## src/rtl/masked_state_serializer.sv

```systemverilog
// -----------------------------------------------------------------------------
// masked_state_serializer
//
// Serializes a Boolean-masked state (SHARES shares of BYTES bytes each) one
// byte group per handshake. Every share lives in its own shift register, and
// nothing ever combines two shares, so no path holds the unmasked value.
// Byte BYTES-1 of every share goes out first and byte 0 goes out last. Each
// shift fills zeros behind the outgoing byte, so a completed (or reset)
// serialization leaves no share material resident.
//
// Parameters
//   SHARES : number of Boolean shares (masking order + 1)
//   BYTES  : bytes per share
//
// Ports
//   clk        : clock, every state update happens on the rising edge
//   rst_n      : synchronous active-low reset; it aborts any transfer
//   load       : capture sh_in (honoured only while idle)
//   sh_in      : share s on bits [8*BYTES*s +: 8*BYTES]
//   out_ready  : downstream accepts the current byte group
//   out_valid  : out_data holds a valid byte group
//   out_data   : one byte per share, lane s on bits [8*s +: 8]; zero when idle
//   out_last   : current group is the final one
//   busy       : serialization in progress
//   done       : one-cycle pulse after the final transfer
// -----------------------------------------------------------------------------
module masked_state_serializer #(
   parameter int SHARES = 2,
   parameter int BYTES  = 16
) (
   input  logic                      clk,
   input  logic                      rst_n,
   input  logic                      load,
   input  logic [8*BYTES*SHARES-1:0] sh_in,
   input  logic                      out_ready,
   output logic                      out_valid,
   output logic [8*SHARES-1:0]       out_data,
   output logic                      out_last,
   output logic                      busy,
   output logic                      done
);

   localparam int SW = 8 * BYTES;
   // A single-byte state still needs a one-bit counter to exist; it never
   // leaves zero in that case.
   localparam int CW = (BYTES > 1) ? $clog2(BYTES) : 1;
   localparam logic [CW-1:0] LAST_CNT = CW'(BYTES - 1);

   typedef enum logic {
      IDLE = 1'b0,
      SEND = 1'b1
   } state_t;

   state_t        state_q, state_d;
   logic [CW-1:0] cnt_q, cnt_d;
   logic          done_q, done_d;
   logic          capture;
   logic          shift;

   assign out_valid = (state_q == SEND);
   assign busy      = (state_q == SEND);
   assign out_last  = (state_q == SEND) && (cnt_q == LAST_CNT);
   assign done      = done_q;

   // Control: load is only looked at in IDLE, so a load during SEND is
   // simply never seen. A load in the done cycle is an ordinary IDLE load.
   always_comb begin
      state_d = state_q;
      cnt_d   = cnt_q;
      done_d  = 1'b0;
      capture = 1'b0;
      shift   = 1'b0;
      case (state_q)
         IDLE: begin
            if (load) begin
               capture = 1'b1;
               cnt_d   = '0;
               state_d = SEND;
            end
         end
         SEND: begin
            if (out_ready) begin
               shift = 1'b1;
               if (cnt_q == LAST_CNT) begin
                  state_d = IDLE;
                  done_d  = 1'b1;
                  cnt_d   = '0;
               end else begin
                  cnt_d = cnt_q + CW'(1);
               end
            end
         end
         default: state_d = IDLE;
      endcase
   end

   always_ff @(posedge clk) begin
      if (!rst_n) begin
         state_q <= IDLE;
         cnt_q   <= '0;
         done_q  <= 1'b0;
      end else begin
         state_q <= state_d;
         cnt_q   <= cnt_d;
         done_q  <= done_d;
      end
   end

   // One independent register per share; the lane output reads only its own
   // share, so shares never meet in any logic cone.
   for (genvar s = 0; s < SHARES; s++) begin : g_share
      logic [SW-1:0] sh_q, sh_d;

      always_comb begin
         sh_d = sh_q;
         if (capture) begin
            sh_d = sh_in[SW*s +: SW];
         end else if (shift) begin
            sh_d = sh_q << 8;
         end
      end

      // The share registers are cleared on reset as well, so an aborted
      // transfer leaves nothing resident.
      always_ff @(posedge clk) begin
         if (!rst_n) begin
            sh_q <= '0;
         end else begin
            sh_q <= sh_d;
         end
      end

      assign out_data[8*s +: 8] = (state_q == SEND) ? sh_q[SW-1 -: 8] : 8'h00;
   end

endmodule
```

## config.mk

```make
export PLATFORM = sky130hd
export DESIGN_NAME = masked_state_serializer
export DESIGN_NICKNAME = d
export VERILOG_FILES = /design/src/rtl/masked_state_serializer.sv
export SDC_FILE = /design/constraint.sdc
export NUM_CORES = 1
export LEC_CHECK = 0
export BUFFER_PORTS_ARGS = -buffer_cell sky130_fd_sc_hd__buf_2
export CORE_ASPECT_RATIO = 1.1
export CORE_UTILIZATION = 55
export CTS_BUF_LIST = sky130_fd_sc_hd__clkbuf_4 sky130_fd_sc_hd__clkbuf_8
export CTS_CLUSTER_DIAMETER = 60
export CTS_CLUSTER_SIZE = 40
export DETAILED_ROUTE_END_ITERATION = 12
export MAX_ROUTING_LAYER = met4
export PLACE_DENSITY = 0.82
export SETUP_SLACK_MARGIN = 0.02
export SLEW_MARGIN = 30
export SYNTH_ARGS = -nofsm -noshare
export SYNTH_HDL_FRONTEND = slang
export SYNTH_SLANG_ARGS = --single-unit
```

## constraint.sdc

```tcl
create_clock -name clk -period 1.5 [get_ports clk]
set_input_delay 0.075 -clock clk [delete_from_list [all_inputs] [get_ports clk]]
set_output_delay 0.075 -clock clk [all_outputs]
set_load 0.005 [all_outputs]
```

==> results.toml <==
[finish]
fin_cells = 2225
fin_util_pct = 85.5
design_area_sq_mm = 0.0165
fillCellCount = 906
most-common-layout-cells = "nand2_1, buf_2, dfxtp_1, dlygate4sd3_1, o21ai_0"
syn_to_final_growth_pct = 50.3
mostFrequentLayoutCell = "nand2_1"
drive_above_1_share_pct = 22.4
multi_input_comb_area_sq_mm = 0.00522
fin_nets = 2205
register_area_sq_mm = 0.00525

[placed_design]
hpwl_um = 20300
dp_cells = 1888
place_congestion = 0.874
port_buffers = 279
postPlaceCellArea_sq_mm = 0.0127

[global_routing]
grt_pass1_wl_um = 67800
antenna_found_initial = 18
grt_pass1_vias = 13200
grt_max_degree = 107
grt_overflow = 0
gr-usage-all-layers_pct = 43.6

[worst_setup_path]
crit_slowest_cell = "o21ai_0"
criticalPathCategory = "register to register"
cp.arrival_ns = 2.10
slowest_delay_ns = 0.65
path_cells = "buf_4, nand2_8, buf_16, o21ai_0, a31oi_1"
r2r_end = "g_share[1].sh_q[65]$_SDFFE_PN0P_"
worstPathRequired_ns = 1.91
critPathCaptureType = "register"
start_kind = "register"
worst_r2r_path_depth = 5
path_max_fanout = 36
timing.rr.start = "busy$_SDFF_PN0_"
reg2reg_slack_ns = -0.19

[sta]
fin_crit_ns = 1.69
relSlewSlack_pct = 46.3
rsz0062_at_grt = "true"
max_freq_ghz = 0.592
tightest_slew_ns = 0.798
skew_ns = 0.0343
drv_slew = 0
fin_ws_ns = -0.190
hold_viol_final = 0
fin_tns_setup_ns = -2.54
setup_violations = 63
period_share_pct = 113

[power_and_ir_drop]
vdd_drop_max_v = 0.000828
power.leakage_nw = 6.68
powerDensity_mw_per_mm2 = 931
total_power_mw = 15.4

[routing]
dr.pass1.iters = 8
num_vias = 13900
post_drt_wl_per_cell_um = 21.2
ant_nets = 0
drt-initial-drc-count = 1944
routed_wl_um = 47200
routed_via_density = 6.26
drc_errors = 0

[synthesis]
postSynthAreaPerCell_sq_um = 7.55
synthesis.area_sq_mm = 0.0110
synth_seq_area_share_pct = 47.8
yosys_warnings = 0
synth_cell_types = 23
synth_fp_nets = 1714
netlist_instances = 1453
synth_seq_cells = 262

[outcome]
violations = "setup timing"
outcome = "complete, but fails checks"

[cts]
cts_buffer_depth = 3
cts_buffers = 17
numClockSinks = 262
clkTransAtPathRegs_ns = 0.16
cts_root_buffer = "clkbuf_8"
clk_latency_ns = 0.56
h-tree-depth = 1
cts_tree = "built"

[job]
cap_violations = 0

[hold_path]
hold_class = "primary input to register"
whs_path_depth = 4
min-delay-start = "sh_in[244]"
worstHoldEndpoint = "g_share[1].sh_q[116]$_SDFFE_PN0P_"

[floorplan]
design.core.area_sq_mm = 0.0193
die_width_um = 137
rows = 53
io_pins = 280
die_area_sq_mm = 0.0205
initial_utilization_pct = 56.9
die_y_um = 150
how the worst max path moves through the flow:
stage                           from                           endpoint  depth (start not counted)
6_report             busy$_SDFF_PN0_   g_share[1].sh_q[65]$_SDFFE_PN0P_                          5
5_1_grt              busy$_SDFF_PN0_   g_share[1].sh_q[13]$_SDFFE_PN0P_                          8
4_1_cts        cnt_q[0]$_SDFFE_PN0P_                           out_last                          4
3_5_place_dp         busy$_SDFF_PN0_   g_share[1].sh_q[12]$_SDFFE_PN0P_                          6
3_3_place_gp         busy$_SDFF_PN0_  g_share[1].sh_q[123]$_SDFFE_PN0P_                          4
2_1_floorplan  cnt_q[0]$_SDFFE_PN0P_              cnt_q[3]$_SDFFE_PN0P_                          4
metrics by stage:
| stage | hold slack, ns | setup slack, ns |
|---|---|---|
| floorplan | 0.211 | 0.225 |
| global placement | 0.320 | 0.0756 |
| detailed placement | 0.324 | 0.0406 |
| CTS | 0.288 | -0.0661 |
| global route | 0.317 | -0.306 |
| finish | 0.310 | -0.190 |
kinds of logic (layout without fill, tap and decap cells):
group,count (synthesis),count (layout),share of synthesized area [%]
buffers and inverters,142,643,6.97
and+or+nand+nor,546,546,19.4
AOI/OAI and AO/OA,501,501,25.7
other,0,24,0
DFF,262,262,47.8
adders and majority gates,1,1,0.114
xor gates and xnor gates,1,1,0.0798
sequential cells by signal (all words and copies together) (netlist names):
signal and cells:
done 1, cnt_q 4, g_share.sh_q 256, busy 1
metal layers:
layer	up-vias	track usage [%]	share of wire, %
li1	6033	-	-
met1	6266	45.5	33
met2	1250	68.4	47
met3	390	14.5	12
met4	0	32.1	8.1
met5	-	-	0
cells in the mapped netlist:
cell / n / area share (%)
o21ai_0: 241 / 11
dfxtp_1: 262 / 48
a21boi_0: 2 / 0.14
xnor2_1: 1 / 0.080
and2_1: 18 / 1.0
nor3_1: 1 / 0.046
a21oi_1: 17 / 0.78
nand2b_1: 1 / 0.057
and3_1: 4 / 0.23
buf_6: 22 / 2.3
a31oi_1: 240 / 14
buf_4: 5 / 0.34
ha_1: 1 / 0.11
or3_1: 1 / 0.057
buf_1: 8 / 0.27
buf_2: 38 / 1.7
o31a_1: 1 / 0.080
and4b_1: 1 / 0.091
nand2_2: 1 / 0.057
nor2b_1: 1 / 0.057
nand2_1: 514 / 18
nand3_1: 4 / 0.18
clkbuf_1: 69 / 2.4
final cells by class:
| class | count | share of cell area, % |
|---|---|---|
| clock buffers | 18 | 1.50 |
| flip-flops and latches | 262 | 31.8 |
| diodes | 24 | 0.364 |
| repair buffers | 614 | 31.8 |
| multi-input cells | 1049 | 31.6 |
| clock inverters | 11 | 1.02 |
| well taps | 247 | 1.87 |
power by group:
group | internal (mW) | leakage (nW) | switching, mW
combinational | 1.56 | 4.31 | 1.67
clock | 1.61 | 0.209 | 2.65
sequential | 7.52 | 2.16 | 0.343
worst max-delay path, delay by kind of cell (launching register included):
family,cells,cell delay [ns]
buffers and inverters,2,0.34
and+or+nand+nor,1,0.12
AOI/OAI and AO/OA,2,0.74
DFF,1,0.38
repair_timing:
item,in CTS,in global routing
pin swaps,27,25
hold buffers,259,0
resized for setup,30,55
endpoints found under the hold margin,258,0
endpoints found under the setup margin,20,216
buffers inserted,7,7
gates cloned,4,7
(Power assumes the default switching activity.)
